## config.mk

```make
export PLATFORM = sky130hd
export DESIGN_NAME = mem_ctrl_flat
export DESIGN_NICKNAME = d
export VERILOG_FILES = /design/src/rtl/mem_ctrl_if.sv /design/src/rtl/mem_ctrl.sv /design/src/flat_wrapper.sv
export SDC_FILE = /design/constraint.sdc
export NUM_CORES = 1
export LEC_CHECK = 0
export CAP_MARGIN = 20
export CORE_MARGIN = 5
export CORE_UTILIZATION = 54
export DETAILED_ROUTE_END_ITERATION = 10
export PLACE_DENSITY = 0.84
export SLEW_MARGIN = 10
export SYNTH_ARGS = -nofsm -noshare
export SYNTH_HDL_FRONTEND = slang
export SYNTH_SLANG_ARGS = --single-unit
```

## constraint.sdc

```tcl
create_clock -name clk_in -period 3.2 [get_ports clk_in]
set_input_delay 0.48 -clock clk_in [delete_from_list [all_inputs] [get_ports clk_in]]
set_output_delay 0.48 -clock clk_in [all_outputs]
set_load 0.1 [all_outputs]
```

## src/rtl/mem_ctrl_if.sv

```systemverilog
// Bundle of the IF/MEM request ports and the byte-wide external RAM port of mem_ctrl.
// Requests are accepted at an edge with req=1, rdy=1 and the port's busy bit 0; done pulses last one cycle and have no back-pressure.
interface mem_ctrl_if #(
    parameter int RamAddrWidth = 32
) ();
    logic                    rdy;
    logic                    if_req_in;
    logic [31:0]             if_addr_in;
    logic                    mem_req_in;
    logic                    mem_we_in;
    logic [31:0]             mem_addr_in;
    logic [1:0]              mem_len_in;
    logic [31:0]             mem_wdata_in;
    logic [31:0]             if_inst_out;
    logic                    if_done_out;
    logic [31:0]             mem_rdata_out;
    logic                    mem_done_out;
    logic [1:0]              busy_out;
    logic [7:0]              ram_din;
    logic [7:0]              ram_dout;
    logic [RamAddrWidth-1:0] ram_a;
    logic                    ram_wr;
    logic [1:0]              state_dbg;

    modport slave (
        input  rdy, if_req_in, if_addr_in, mem_req_in, mem_we_in, mem_addr_in,
               mem_len_in, mem_wdata_in, ram_din,
        output if_inst_out, if_done_out, mem_rdata_out, mem_done_out, busy_out,
               ram_dout, ram_a, ram_wr, state_dbg
    );

    modport master (
        output rdy, if_req_in, if_addr_in, mem_req_in, mem_we_in, mem_addr_in,
               mem_len_in, mem_wdata_in, ram_din,
        input  if_inst_out, if_done_out, mem_rdata_out, mem_done_out, busy_out,
               ram_dout, ram_a, ram_wr, state_dbg
    );
endinterface

```

## src/rtl/mem_ctrl.sv

```systemverilog
// Arbitrating memory controller: latches one IF fetch and one MEM access, runs them
// byte-serially on an 8-bit RAM port (MEM first) and returns little-endian 32-bit results.
module mem_ctrl #(
    parameter int RamAddrWidth = 32
) (
    input  logic       clk_in,
    input  logic       rst_in,
    mem_ctrl_if.slave  bus
);
    typedef enum logic [1:0] {IDLE = 2'd0, READ = 2'd1, WRITE = 2'd2, DONE = 2'd3} state_t;

    state_t                  state;
    logic [31:0]             if_addr_q;
    logic [31:0]             mem_addr_q;
    logic [31:0]             mem_wdata_q;
    logic                    mem_we_q;
    logic [1:0]              mem_len_q;
    logic [1:0]              busy_q;
    logic                    srv_mem;
    logic [31:0]             base_q;
    logic [31:0]             wdata_q;
    logic [2:0]              n_q;
    logic [2:0]              cnt_q;
    logic [31:0]             rbuf_q;
    logic [31:0]             if_inst_q;
    logic [31:0]             mem_rdata_q;
    logic                    if_done_q;
    logic                    mem_done_q;
    logic [RamAddrWidth-1:0] ram_a_q;
    logic [7:0]              ram_dout_q;
    logic                    ram_wr_q;

    logic        if_take, mem_take, if_pend, mem_pend;
    logic [31:0] mem_addr_now, mem_wdata_now, if_addr_now;
    logic        mem_we_now;
    logic [1:0]  mem_len_now;
    logic [1:0]  cap_slot;
    logic [31:0] issue_addr, stall_addr, rd_word;

    function automatic logic [2:0] len_bytes(input logic [1:0] len);
        case (len)
            2'b00:   return 3'd1;
            2'b01:   return 3'd2;
            default: return 3'd4;
        endcase
    endfunction

    assign if_take       = bus.if_req_in && !busy_q[0];
    assign mem_take      = bus.mem_req_in && !busy_q[1];
    assign if_pend       = busy_q[0] || if_take;
    assign mem_pend      = busy_q[1] || mem_take;
    assign if_addr_now   = busy_q[0] ? if_addr_q   : bus.if_addr_in;
    assign mem_addr_now  = busy_q[1] ? mem_addr_q  : bus.mem_addr_in;
    assign mem_wdata_now = busy_q[1] ? mem_wdata_q : bus.mem_wdata_in;
    assign mem_we_now    = busy_q[1] ? mem_we_q    : bus.mem_we_in;
    assign mem_len_now   = busy_q[1] ? mem_len_q   : bus.mem_len_in;

    // In READ, cnt_q counts active edges: address cnt is issued, byte cnt-2 is captured.
    assign cap_slot   = cnt_q[1:0] - 2'd2;
    assign issue_addr = base_q + {29'b0, cnt_q};
    assign stall_addr = base_q + {30'b0, cap_slot};
    assign rd_word    = rbuf_q | ({24'b0, bus.ram_din} << {cap_slot, 3'b000});

    always_ff @(posedge clk_in) begin
        if (rst_in) begin
            state       <= IDLE;
            if_addr_q   <= '0;
            mem_addr_q  <= '0;
            mem_wdata_q <= '0;
            mem_we_q    <= 1'b0;
            mem_len_q   <= '0;
            busy_q      <= '0;
            srv_mem     <= 1'b0;
            base_q      <= '0;
            wdata_q     <= '0;
            n_q         <= '0;
            cnt_q       <= '0;
            rbuf_q      <= '0;
            if_inst_q   <= '0;
            mem_rdata_q <= '0;
            if_done_q   <= 1'b0;
            mem_done_q  <= 1'b0;
            ram_a_q     <= '0;
            ram_dout_q  <= '0;
            ram_wr_q    <= 1'b0;
        end else if (bus.rdy) begin
            if (if_take) begin
                if_addr_q <= bus.if_addr_in;
                busy_q[0] <= 1'b1;
            end
            if (mem_take) begin
                mem_addr_q  <= bus.mem_addr_in;
                mem_we_q    <= bus.mem_we_in;
                mem_len_q   <= bus.mem_len_in;
                mem_wdata_q <= bus.mem_wdata_in;
                busy_q[1]   <= 1'b1;
            end
            case (state)
                IDLE, DONE: begin
                    // DONE dispatches like IDLE so a waiting request starts at the edge ending DONE.
                    if_done_q  <= 1'b0;
                    mem_done_q <= 1'b0;
                    cnt_q      <= '0;
                    rbuf_q     <= '0;
                    if (mem_pend) begin
                        srv_mem <= 1'b1;
                        base_q  <= mem_addr_now;
                        wdata_q <= mem_wdata_now;
                        n_q     <= len_bytes(mem_len_now);
                        state   <= mem_we_now ? WRITE : READ;
                    end else if (if_pend) begin
                        srv_mem <= 1'b0;
                        base_q  <= if_addr_now;
                        n_q     <= 3'd4;
                        state   <= READ;
                    end else begin
                        state <= IDLE;
                    end
                end
                READ: begin
                    cnt_q <= cnt_q + 3'd1;
                    if (cnt_q < n_q) ram_a_q <= issue_addr[RamAddrWidth-1:0];
                    else             ram_a_q <= '0;
                    if (cnt_q >= 3'd2) rbuf_q[{cap_slot, 3'b000} +: 8] <= bus.ram_din;
                    if (cnt_q == n_q + 3'd1) begin
                        state <= DONE;
                        if (srv_mem) begin
                            mem_rdata_q <= rd_word;
                            mem_done_q  <= 1'b1;
                            busy_q[1]   <= 1'b0;
                        end else begin
                            if_inst_q <= rd_word;
                            if_done_q <= 1'b1;
                            busy_q[0] <= 1'b0;
                        end
                    end
                end
                WRITE: begin
                    if (cnt_q < n_q) begin
                        ram_a_q    <= issue_addr[RamAddrWidth-1:0];
                        ram_dout_q <= wdata_q[{cnt_q[1:0], 3'b000} +: 8];
                        ram_wr_q   <= 1'b1;
                        cnt_q      <= cnt_q + 3'd1;
                    end else begin
                        ram_a_q     <= '0;
                        ram_dout_q  <= '0;
                        ram_wr_q    <= 1'b0;
                        mem_rdata_q <= '0;
                        mem_done_q  <= 1'b1;
                        busy_q[1]   <= 1'b0;
                        state       <= DONE;
                    end
                end
                default: state <= IDLE;
            endcase
        end
    end

    // While stalled in READ the address of the next byte to capture is shown, so the RAM
    // output lines up with the capture pipeline on the first edge after rdy returns.
    assign bus.ram_a = (state == READ && !bus.rdy && cnt_q >= 3'd2) ?
                       stall_addr[RamAddrWidth-1:0] : ram_a_q;
    assign bus.ram_wr        = ram_wr_q && bus.rdy;
    assign bus.ram_dout      = ram_dout_q;
    assign bus.if_inst_out   = if_inst_q;
    assign bus.if_done_out   = if_done_q;
    assign bus.mem_rdata_out = mem_rdata_q;
    assign bus.mem_done_out  = mem_done_q;
    assign bus.busy_out      = busy_q;
    assign bus.state_dbg     = state;
endmodule

```

## src/flat_wrapper.sv

```systemverilog
// flat-port wrapper written by rule: the top's interface ports become plain ports
module mem_ctrl_flat 
#(
    parameter int RamAddrWidth = 32
)
  (clk_in, rst_in, bus_rdy, bus_if_req_in, bus_if_addr_in, bus_mem_req_in, bus_mem_we_in, bus_mem_addr_in, bus_mem_len_in, bus_mem_wdata_in, bus_ram_din, bus_if_inst_out, bus_if_done_out, bus_mem_rdata_out, bus_mem_done_out, bus_busy_out, bus_ram_dout, bus_ram_a, bus_ram_wr, bus_state_dbg);
  mem_ctrl_if #(.RamAddrWidth(RamAddrWidth)) bus_i ();
  input  logic clk_in;
  input  logic rst_in;
  input wire logic [$bits(bus_i.rdy)-1:0] bus_rdy;
  input wire logic [$bits(bus_i.if_req_in)-1:0] bus_if_req_in;
  input wire logic [$bits(bus_i.if_addr_in)-1:0] bus_if_addr_in;
  input wire logic [$bits(bus_i.mem_req_in)-1:0] bus_mem_req_in;
  input wire logic [$bits(bus_i.mem_we_in)-1:0] bus_mem_we_in;
  input wire logic [$bits(bus_i.mem_addr_in)-1:0] bus_mem_addr_in;
  input wire logic [$bits(bus_i.mem_len_in)-1:0] bus_mem_len_in;
  input wire logic [$bits(bus_i.mem_wdata_in)-1:0] bus_mem_wdata_in;
  input wire logic [$bits(bus_i.ram_din)-1:0] bus_ram_din;
  output wire logic [$bits(bus_i.if_inst_out)-1:0] bus_if_inst_out;
  output wire logic [$bits(bus_i.if_done_out)-1:0] bus_if_done_out;
  output wire logic [$bits(bus_i.mem_rdata_out)-1:0] bus_mem_rdata_out;
  output wire logic [$bits(bus_i.mem_done_out)-1:0] bus_mem_done_out;
  output wire logic [$bits(bus_i.busy_out)-1:0] bus_busy_out;
  output wire logic [$bits(bus_i.ram_dout)-1:0] bus_ram_dout;
  output wire logic [$bits(bus_i.ram_a)-1:0] bus_ram_a;
  output wire logic [$bits(bus_i.ram_wr)-1:0] bus_ram_wr;
  output wire logic [$bits(bus_i.state_dbg)-1:0] bus_state_dbg;
  assign bus_i.rdy = bus_rdy;
  assign bus_i.if_req_in = bus_if_req_in;
  assign bus_i.if_addr_in = bus_if_addr_in;
  assign bus_i.mem_req_in = bus_mem_req_in;
  assign bus_i.mem_we_in = bus_mem_we_in;
  assign bus_i.mem_addr_in = bus_mem_addr_in;
  assign bus_i.mem_len_in = bus_mem_len_in;
  assign bus_i.mem_wdata_in = bus_mem_wdata_in;
  assign bus_i.ram_din = bus_ram_din;
  assign bus_if_inst_out = bus_i.if_inst_out;
  assign bus_if_done_out = bus_i.if_done_out;
  assign bus_mem_rdata_out = bus_i.mem_rdata_out;
  assign bus_mem_done_out = bus_i.mem_done_out;
  assign bus_busy_out = bus_i.busy_out;
  assign bus_ram_dout = bus_i.ram_dout;
  assign bus_ram_a = bus_i.ram_a;
  assign bus_ram_wr = bus_i.ram_wr;
  assign bus_state_dbg = bus_i.state_dbg;
  mem_ctrl #(.RamAddrWidth(RamAddrWidth)) u_core (.clk_in(clk_in), .rst_in(rst_in), .bus(bus_i));
endmodule
```

# == Word level (Yosys, flattened, before mapping) ==
# Cells that the tools add are included.
# classes
add_sub_neg,6
magnitude_cmp,2
n_eq_ne,11
n_shift,4
mux,46
bitwise,2
n_reduce_logical,30
# op_table
cell,count
$mux W32,11
$pmux W32 S2,2
$add A32 B2 Y32,1
$add A32 B3 Y32,1
$bwmux W32,1
$or A32 B32 Y32,1
$shift A8 B7 Y32 const A,1
$shiftx A32 B6 Y8,1
$shiftx A8 B7 Y32,1
$shl A8 B5 Y32,1
$mux W1,16
$mux W2,6
$reduce_and A3 Y1,4
$reduce_and A4 Y1,3
$reduce_and A2 Y1,5
$mux W3,3
$pmux W3 S3,1
$mux W8,1
$neg A5 Y7,1
$add A3 B1 Y3 const B,2
$ne A2 B1 Y1 const B,3
$ne A2 B2 Y1 const B,3
$pmux W2 S3,1
$pmux W3 S2,1
16 further kinds,30
# word_totals
register_bits,313
input_bits,112
out_inout_bits,111
word_cells,121

# == Longest topological paths before layout ==
# Gate-level depths: netlist (run 1).
# logic_depth
depth_word,6
ltp_mapped,12
mapped_depth_nobuf,8

# == Least setup slack after synthesis (run 1) ==
# No wires, ideal clock.
# synth_timing
path_kind,register to output
startpoint,"register u_core.state[0], in the netlist u_core.bus.state_dbg[0]"
endpoint,output port bus_ram_a[10]
arrival_ns,3.945
required_ns,2.720
slack_ns,-1.225
path_stages_with_launch,7
path_buffers,1
path_cell_list,dfxtp_1 -> ha_1 -> clkinv_1 -> nor3_1 -> clkbuf_1 -> nor2_1 -> a21oi_1
# synth_via
elab_chain_cells,4
# synth_rtl
element,line_no,text
start: declaration,mem_ctrl.sv:12,state_t state;
start signal: assignment,mem_ctrl.sv:110,state <= mem_we_now ? WRITE : READ;
$eq A2 B1 Y1,mem_ctrl.sv:161,assign bus.ram_a = (state == READ && !bus.rdy && cnt_q >= 3'd2) ?
$logic_and A1 B1 Y1 (2 in a row),mem_ctrl.sv:161,
$mux W32,mem_ctrl.sv:161,
end: declaration,flat_wrapper.sv:25,output wire logic [$bits(bus_i.ram_a)-1:0] bus_ram_a;
# Every way passes these cells.

# == Worst setup path in the final report (run 1) ==
# layout_timing
startpoint,register u_core.cnt_q[1]
endpoint,output port bus_ram_a[24]
# layout_via
elab_chain_cells,3
elab_cells_between_ends,5
classes_between,add/sub (2); order compare (1); mux (1); reduce/logical (1)
# layout_rtl
element,line_no,text
start: declaration,mem_ctrl.sv:23,logic [2:0] cnt_q;
start signal: assignment,mem_ctrl.sv:121,cnt_q <= cnt_q + 3'd1;
start signal: assignment,mem_ctrl.sv:143,cnt_q <= cnt_q + 3'd1;
$sub A2 B2 Y2 or $ge A3 B2 Y1 (tied branches),"mem_ctrl.sv:59, mem_ctrl.sv:161",
$add A32 B2 Y32 or $logic_and A1 B1 Y1 (tied branches),"mem_ctrl.sv:61, mem_ctrl.sv:161",
$mux W32 *,mem_ctrl.sv:161,
# Every way passes the cells marked *; elsewhere a longest branch is shown, timed or not.

==> results of run 1 <==
-- cell type report --
cell class | instances | area, µm² | share of cell area (%)
Multi-Input combinational cell | 1286 | 7981 | 42.29
Inverter | 16 | 62.56 | 0.3315
Timing Repair Buffer | 275 | 3005 | 15.93
Clock inverter | 13 | 160.2 | 0.8486
Clock buffer | 45 | 963.4 | 5.105
Tap cell | 335 | 419.2 | 2.221
Antenna cell | 1 | 2.502 | 0.01326
Sequential cell | 313 | 6277 | 33.26
-- metrics by stage --
step | hold WS, ns | TNS, ns | total power [W] | instances | worst slack [ns]
floorplan | 0.4256 | 0 | 0.005772 | 1768 | 0.04998
global placement | 0.4339 | 0 | 0.006402 | 2218 | 0.4393
detailed placement | 0.4428 | 0 | 0.006456 | 2218 | 0.3265
CTS | 0.3898 | 0 | 0.01039 | 2278 | 0.02766
global route | 0.4099 | -0.07338 | 0.01079 | 2284 | -0.02500
finish | 0.4116 | 0 | 0.01041 | 2284 | 0.05831
-- worst paths after layout --
path / start / endpoint / slack (ns) / cells after the start
hold / removal: bus_mem_req_in / u_core.bus.busy_out[1] / 0.41 / 3
setup reg to reg: u_core.cnt_q[0] / u_core.bus.if_inst_out[19] / 0.49 / 9
setup / recovery: u_core.cnt_q[1] / bus_ram_a[24] / 0.06 / 10
hold reg to reg: u_core.ram_a_q[28] / u_core.ram_a_q[28] / 0.45 / 2
-- power breakdown --
group          internal [W]  switching (W)
logic              0.000756        0.00132
registers           0.00413       0.000237
clock network       0.00237        0.00159
-- worst register-to-register path: stages, from the launching register on --
cell and delay, ns:
dfxtp_2 0.38, buf_12 0.23, inv_1 0.09, buf_4 0.22, ha_1 0.38, nor3_1 0.30, nor4b_4 0.33, buf_12 0.32
nor2_1 0.11, a211oi_1 0.25
-- layer usage --
metal  wire length [µm]  track usage, %
met3               3605           5.911
met5                 32               0
met1              18220           36.52
met4                848           6.851
met2              18780           40.68
-- Yosys cell counts (all sizes together), types with 2 or more instances --
cell	instances
o41ai	2
o221ai	2
or2	5
nand2b	9
buf	24
nand2	340
nor2	166
and3	2
xnor2	18
a211oi	98
nand4b	2
ha	14
a221oi	3
nor4	9
mux4	8
o21ai	75
and4	2
a21oi	180
inv	14
and2	4
dfxtp	313
clkinv	2
nor3	13
nand4	19
nand3	28
mux2i	94
fa	2
or3	36
a22oi	12
clkbuf	129
nor2b	6
mux2	2
xor2	42
a31oi	32
nand3b	26
o31ai	24
nor4b	2
-- cell families after synthesis --
family | count (synthesis) | synth area share, %
muxes | 104 | 7.933
AOI/OAI and AO/OA | 434 | 18.05
buffers and inverters | 169 | 4.609
DFF | 313 | 43.46
xor gates and xnor gates | 61 | 3.810
and+or+nand+nor | 671 | 20.64
adders and majority gates | 16 | 1.493
-- sequential cells by signal, indices dropped and copies added, names as in the netlist, 2 cells and up --
| signal | count |
|---|---|
| u_core.if_addr_q | 32 |
| u_core.bus.if_inst_out | 32 |
| u_core.bus.busy_out | 2 |
| u_core.base_q | 32 |
| u_core.bus.state_dbg | 2 |
| u_core.bus.ram_dout | 8 |
| u_core.mem_addr_q | 32 |
| u_core.mem_len_q | 2 |
| u_core.cnt_q | 3 |
| u_core.wdata_q | 32 |
| u_core.bus.mem_rdata_out | 32 |
| u_core.ram_a_q | 32 |
| u_core.mem_wdata_q | 32 |
| u_core.n_q | 3 |
| u_core.rbuf_q | 32 |
-- repair_timing --
action	in CTS	in global routing
pin swaps	3	7
setup endpoints to repair	30	29
gates resized for setup	11	22
buffers inserted	2	5
==> results.json, run 1 <==
{
  "dr.pass1.iters": 6,
  "path_cells": "inv_4 > buf_12 > fa_2 > nand2_1 > nor4_4 > buf_6 > nand3_1 > xnor2_2 > a21oi_4 > buf_12",
  "detailed_place_hpwl_mm": 28.19,
  "tritoncts": "built",
  "initialDrtViolationCount": 1302,
  "synthArstFlopShare_pct": 0,
  "endpoint_kind": "output pin",
  "netlist.area_leader.share_pct": 43.46,
  "wirelength_mm": 41.48,
  "clock_latency_ns": 0.51,
  "netlist_top_cells_area": "dfxtp_1, nand2_1, mux2i_1",
  "coreArea_mm2": 0.02621,
  "syn_area_mm2": 0.01442,
  "grt_antenna_before_repair": 3,
  "synth_nets": 1896,
  "synth_ff_type": "dfxtp_1",
  "overflow": 0,
  "critical_path_arrival_ns": 2.66,
  "p_leak_nw": 6.449,
  "crit_top_cell": "buf_12",
  "area.growth.synth_to_final_pct": 30.91,
  "avgSynthCellArea_um2": 8.154,
  "cpPeakStageDelay_ns": 0.34,
  "h-tree-depth": 2,
  "crit_path_max_fanout": 20,
  "via_count": 13360,
  "clk_root_buffer_cell": "clkbuf_16",
  "start_util_pct": 55.01,
  "power_density_mw_per_mm2": 551.5,
  "tightestPinTransition_ns": 1.037,
  "grt_use_total_pct": 26.01,
  "synth_cells": 1768,
  "cts_sinks": 313,
  "crit_type": "reg -> out",
  "final_area_mm2": 0.01887,
  "cp.buffers_inverters": 4,
  "routabilityCongestion": 0.9350,
  "slew_viol_final": 0,
  "io_buffer_count": 222,
  "die_h_um": 173.4,
  "layout_common_cells": "nand2_1, dfxtp_1, nor2_1",
  "post_drt_wl_per_cell_um": 18.16,
  "cp_top_family": "buffers and inverters",
  "synth-seq-cells": 313,
  "start_kind": "flop",
  "maxCapViolCount": 0,
  "required_ns": 2.72,
  "grt_max_degree": 123,
  "layout.core_utilization_pct": 72.01,
  "hold_buffers": 0,
  "ir_worst_vdd_v": 0.0003310,
  "final_layout_size_suffix_gt1_share_pct": 12.68,
  "cp_slowest_cell": "dfxtp_2",
  "num_rows": 59,
  "fillers": 1917,
  "synth-edff-count": 0,
  "die_width_um": 173.4,
  "grt_pass1_wl_mm": 65.74,
  "numCtsBuffers": 34,
  "dieArea_mm2": 0.03006,
  "hold_path.class": "in -> reg",
  "status": "finished, final reports clean",
  "finalNetCount": 2054,
  "drtAntennaViolNets": 0,
  "setup_viol": 0,
  "hold_viol": 0,
  "clockBufferDepth": 3,
  "period_share_pct": 98.18,
  "relSlewSlack_pct": 30.38,
  "yosysWarnings": 0,
  "boundaryPins": 223,
  "max_freq_ghz": 0.3183,
  "fin_crit_ns": 3.142,
  "yosysTopAreaCell": "dfxtp_1",
  "placed_area_mm2": 0.01755,
  "cts.reportedPaths.clkPinSlew_ns": 0.06,
  "post-route-drc-count": 0,
  "ys_seq_area_share_pct": 43.46,
  "final_common_cell": "nand2_1",
  "vias_per_cell": 5.848,
  "skew_ns": 0.01513,
  "synth_cell_type_count": 55,
  "grt_pass1_vias": 12560
}
(Power assumes the default switching activity.)
==> run 2: changes to the inputs <==
HOLD_SLACK_MARGIN = 0.06   (was not set)
==> results of run 2 <==
The final DEF is identical to that of run 1; final timing and power are the same.
==> run 3: changes to the inputs <==
--- a/config.mk
+++ b/config.mk
@@ -8,8 +8,8 @@
 export CAP_MARGIN = 20
 export CORE_MARGIN = 5
-export CORE_UTILIZATION = 54
+export CORE_UTILIZATION = 30
 export DETAILED_ROUTE_END_ITERATION = 10
 export HOLD_SLACK_MARGIN = 0.06
-export PLACE_DENSITY = 0.84
+export PLACE_DENSITY = 0.54
 export SLEW_MARGIN = 10
 export SYNTH_ARGS = -nofsm -noshare
==> constraint.sdc (replaced) <==
create_clock -name clk_in -period 3.2 [get_ports clk_in]
set_input_delay 0.48 -clock clk_in [delete_from_list [all_inputs] [get_ports clk_in]]
set_output_delay 0.48 -clock clk_in [all_outputs]
set_load 0.02 [all_outputs]
==> run 3 against run 2 <==
Against the previous run:
- sequential cell count is the same
- sequential share of layout area shrank 0.41 points
- final cell count grew 14%
- final area grew 1.3%
- register-to-register slack gained 0.02 ns
- largest power group is now clock
- wire length grew 15%
- highest routed layer unchanged
- setup slack gained 0.046 ns
- utilization shrank 32 points
==> results.json, run 3 (synthesized netlist as in run 1, its figures left out) <==
{
  "crit_top_cell": "buf_4",
  "coreArea_mm2": 0.04765,
  "crit_start": "u_core.base_q[9]",
  "endpoint_kind": "output pin",
  "setup_viol": 0,
  "fin_crit_ns": 3.096,
  "required_ns": 2.72,
  "numCtsBuffers": 38,
  "layout.core_utilization_pct": 40.11,
  "fin_setup_tns_ns": 0,
  "final_cell_count_no_fill": 2600,
  "critical_path_arrival_ns": 2.62,
  "maxCapViolCount": 0,
  "period_share_pct": 96.74,
  "start_kind": "flop",
  "dr.pass1.iters": 5,
  "hold_path.class": "in -> reg",
  "crit_type": "reg -> out",
  "vias_per_cell": 5.057,
  "clock_latency_ns": 0.57,
  "post-route-drc-count": 0,
  "holdWs_ns": 0.3092,
  "hold-path-cell-count": 3,
  "final_common_cell": "nand2_1",
  "via_count": 13150,
  "h-tree-depth": 2,
  "drtAntennaViolNets": 0,
  "overflow": 0,
  "tightestPinTransition_ns": 0.8868,
  "io_buffer_count": 222,
  "grt_use_total_pct": 17.04,
  "layout_common_cells": "nand2_1, dfxtp_1, clkdlybuf4s50_1",
  "met3_usage_pct": 3.319,
  "status": "finished, final reports clean",
  "cp_slowest_cell": "dfxtp_1",
  "start_util_pct": 30.26,
  "reg2reg_slack_ns": 0.51,
  "placed_area_mm2": 0.01738,
  "grt_pass1_wl_mm": 72.77,
  "grt_pass1_vias": 12400,
  "slew_viol_final": 0,
  "finalNetCount": 2084,
  "die_h_um": 229.2,
  "grt_antenna_before_repair": 4,
  "num_rows": 80,
  "clockBufferDepth": 3,
  "clk_root_buffer_cell": "clkbuf_16",
  "dieArea_mm2": 0.05254,
  "cpPeakStageDelay_ns": 0.45,
  "cts_sinks": 313,
  "boundaryPins": 223,
  "final_area_mm2": 0.01911,
  "grt_most_used_layer": "met2",
  "path_cells": "buf_4 > nand4_1 > nor4_2 > buf_4 > xnor2_1 > a21oi_1 > clkdlybuf4s15_2",
  "timing.rr.end": "u_core.bus.mem_rdata_out[9]",
  "placed_cells": 2515,
  "grt_max_degree": 118,
  "tritoncts": "built",
  "cts.reportedPaths.clkPinSlew_ns": 0.06,
  "final_layout_size_suffix_gt1_share_pct": 11.28,
  "post_drt_wl_per_cell_um": 18.28,
  "initialDrtViolationCount": 852,
  "detailed_place_hpwl_mm": 32.35,
  "max_freq_ghz": 0.3230,
  "skew_ns": 0.02265,
  "min_to": "u_core.bus.busy_out[1]",
  "p_leak_nw": 6.532,
  "reg2reg_depth": 9,
  "routabilityCongestion": 0.8715,
  "die_width_um": 229.2,
  "relSlewSlack_pct": 39.35,
  "grt_use_met2_pct": 26.45,
  "ir_worst_vdd_v": 0.0003322,
  "hold_start": "bus_mem_req_in",
  "power_density_mw_per_mm2": 567.5,
  "use_met1_pct": 23.96,
  "hold_viol": 0,
  "worstReg2RegStart": "u_core.cnt_q[0]",
  "area.growth.synth_to_final_pct": 32.57,
  "wirelength_mm": 47.52,
  "diodes": 0,
  "crit_path_max_fanout": 5
}
[run 3: cell types whose count changed in the layout (fill, tap and decap cells not counted), sizes merged]
cell / before / now
bufinv: 3 / 4
clkdlybuf4s15: 0 / 5
dlygate4sd2: 0 / 1
diode: 1 / 0
bufbuf: 0 / 2
clkbuf: 46 / 60
clkinvlp: 2 / 3
clkdlybuf4s50: 160 / 188
clkinv: 8 / 6
buf: 114 / 101
[run 3: worst max-delay path by stage]
stage / endpoint / slack, ns
3_3_place_gp: bus_ram_a[11] / -0.14
5_1_grt: bus_ram_a[18] / -0.003
6_report: bus_ram_a[13] / 0.10
4_1_cts: bus_ram_a[13] / -0.04
3_5_place_dp: bus_ram_a[11] / -0.17
2_1_floorplan: bus_ram_a[29] / 0.04
[run 3: critical path: cells and delay by family (launching register included)]
| family | cells | cell delay, ns |
|---|---|---|
| flops | 1 | 0.45 |
| simple gates | 2 | 0.60 |
| buf+inv | 3 | 0.68 |
| xor+xnor | 1 | 0.06 |
| compound gates | 1 | 0.26 |
[run 3: metal layers]
layer,vias up,part of all wire (%)
li1,6547,-
met1,6218,48
met2,302,45
met3,72,4.6
met4,8,2.6
met5,-,0.12
[run 3: what timing repair did]
action                     in CTS  in global routing
buffers inserted                6                  4
setup endpoints to repair      32                 23
hold buffers                    0                  0
cloned                          3                  2
gates resized for setup       108                 19
pin swaps                       9                  5
[run 3: stage by stage]
stage	power, W	setup slack, ns
after floorplan	0.005469	0.04389
after global placement	0.006221	-0.1429
after detailed placement	0.006240	-0.1668
after CTS	0.01094	-0.03503
after global routing	0.01135	-0.002960
final	0.01085	0.1044
[run 3: where the power goes]
group          total, W  internal (W)  switching [W]
Sequential      0.00432       0.00413       0.000188
Clock           0.00462       0.00282        0.00180
Combinational   0.00191      0.000796        0.00112
Total            0.0108       0.00774        0.00310
[run 3: cell type report]
class	count	area (µm²)
Tap cell	615	769.5
Timing Repair Buffer	301	2963
Fill cell	4789	28530
Clock buffer	56	1140
Clock inverter	13	224.0
Inverter	16	67.56
Sequential cell	313	6279
Multi-Input combinational cell	1286	7670
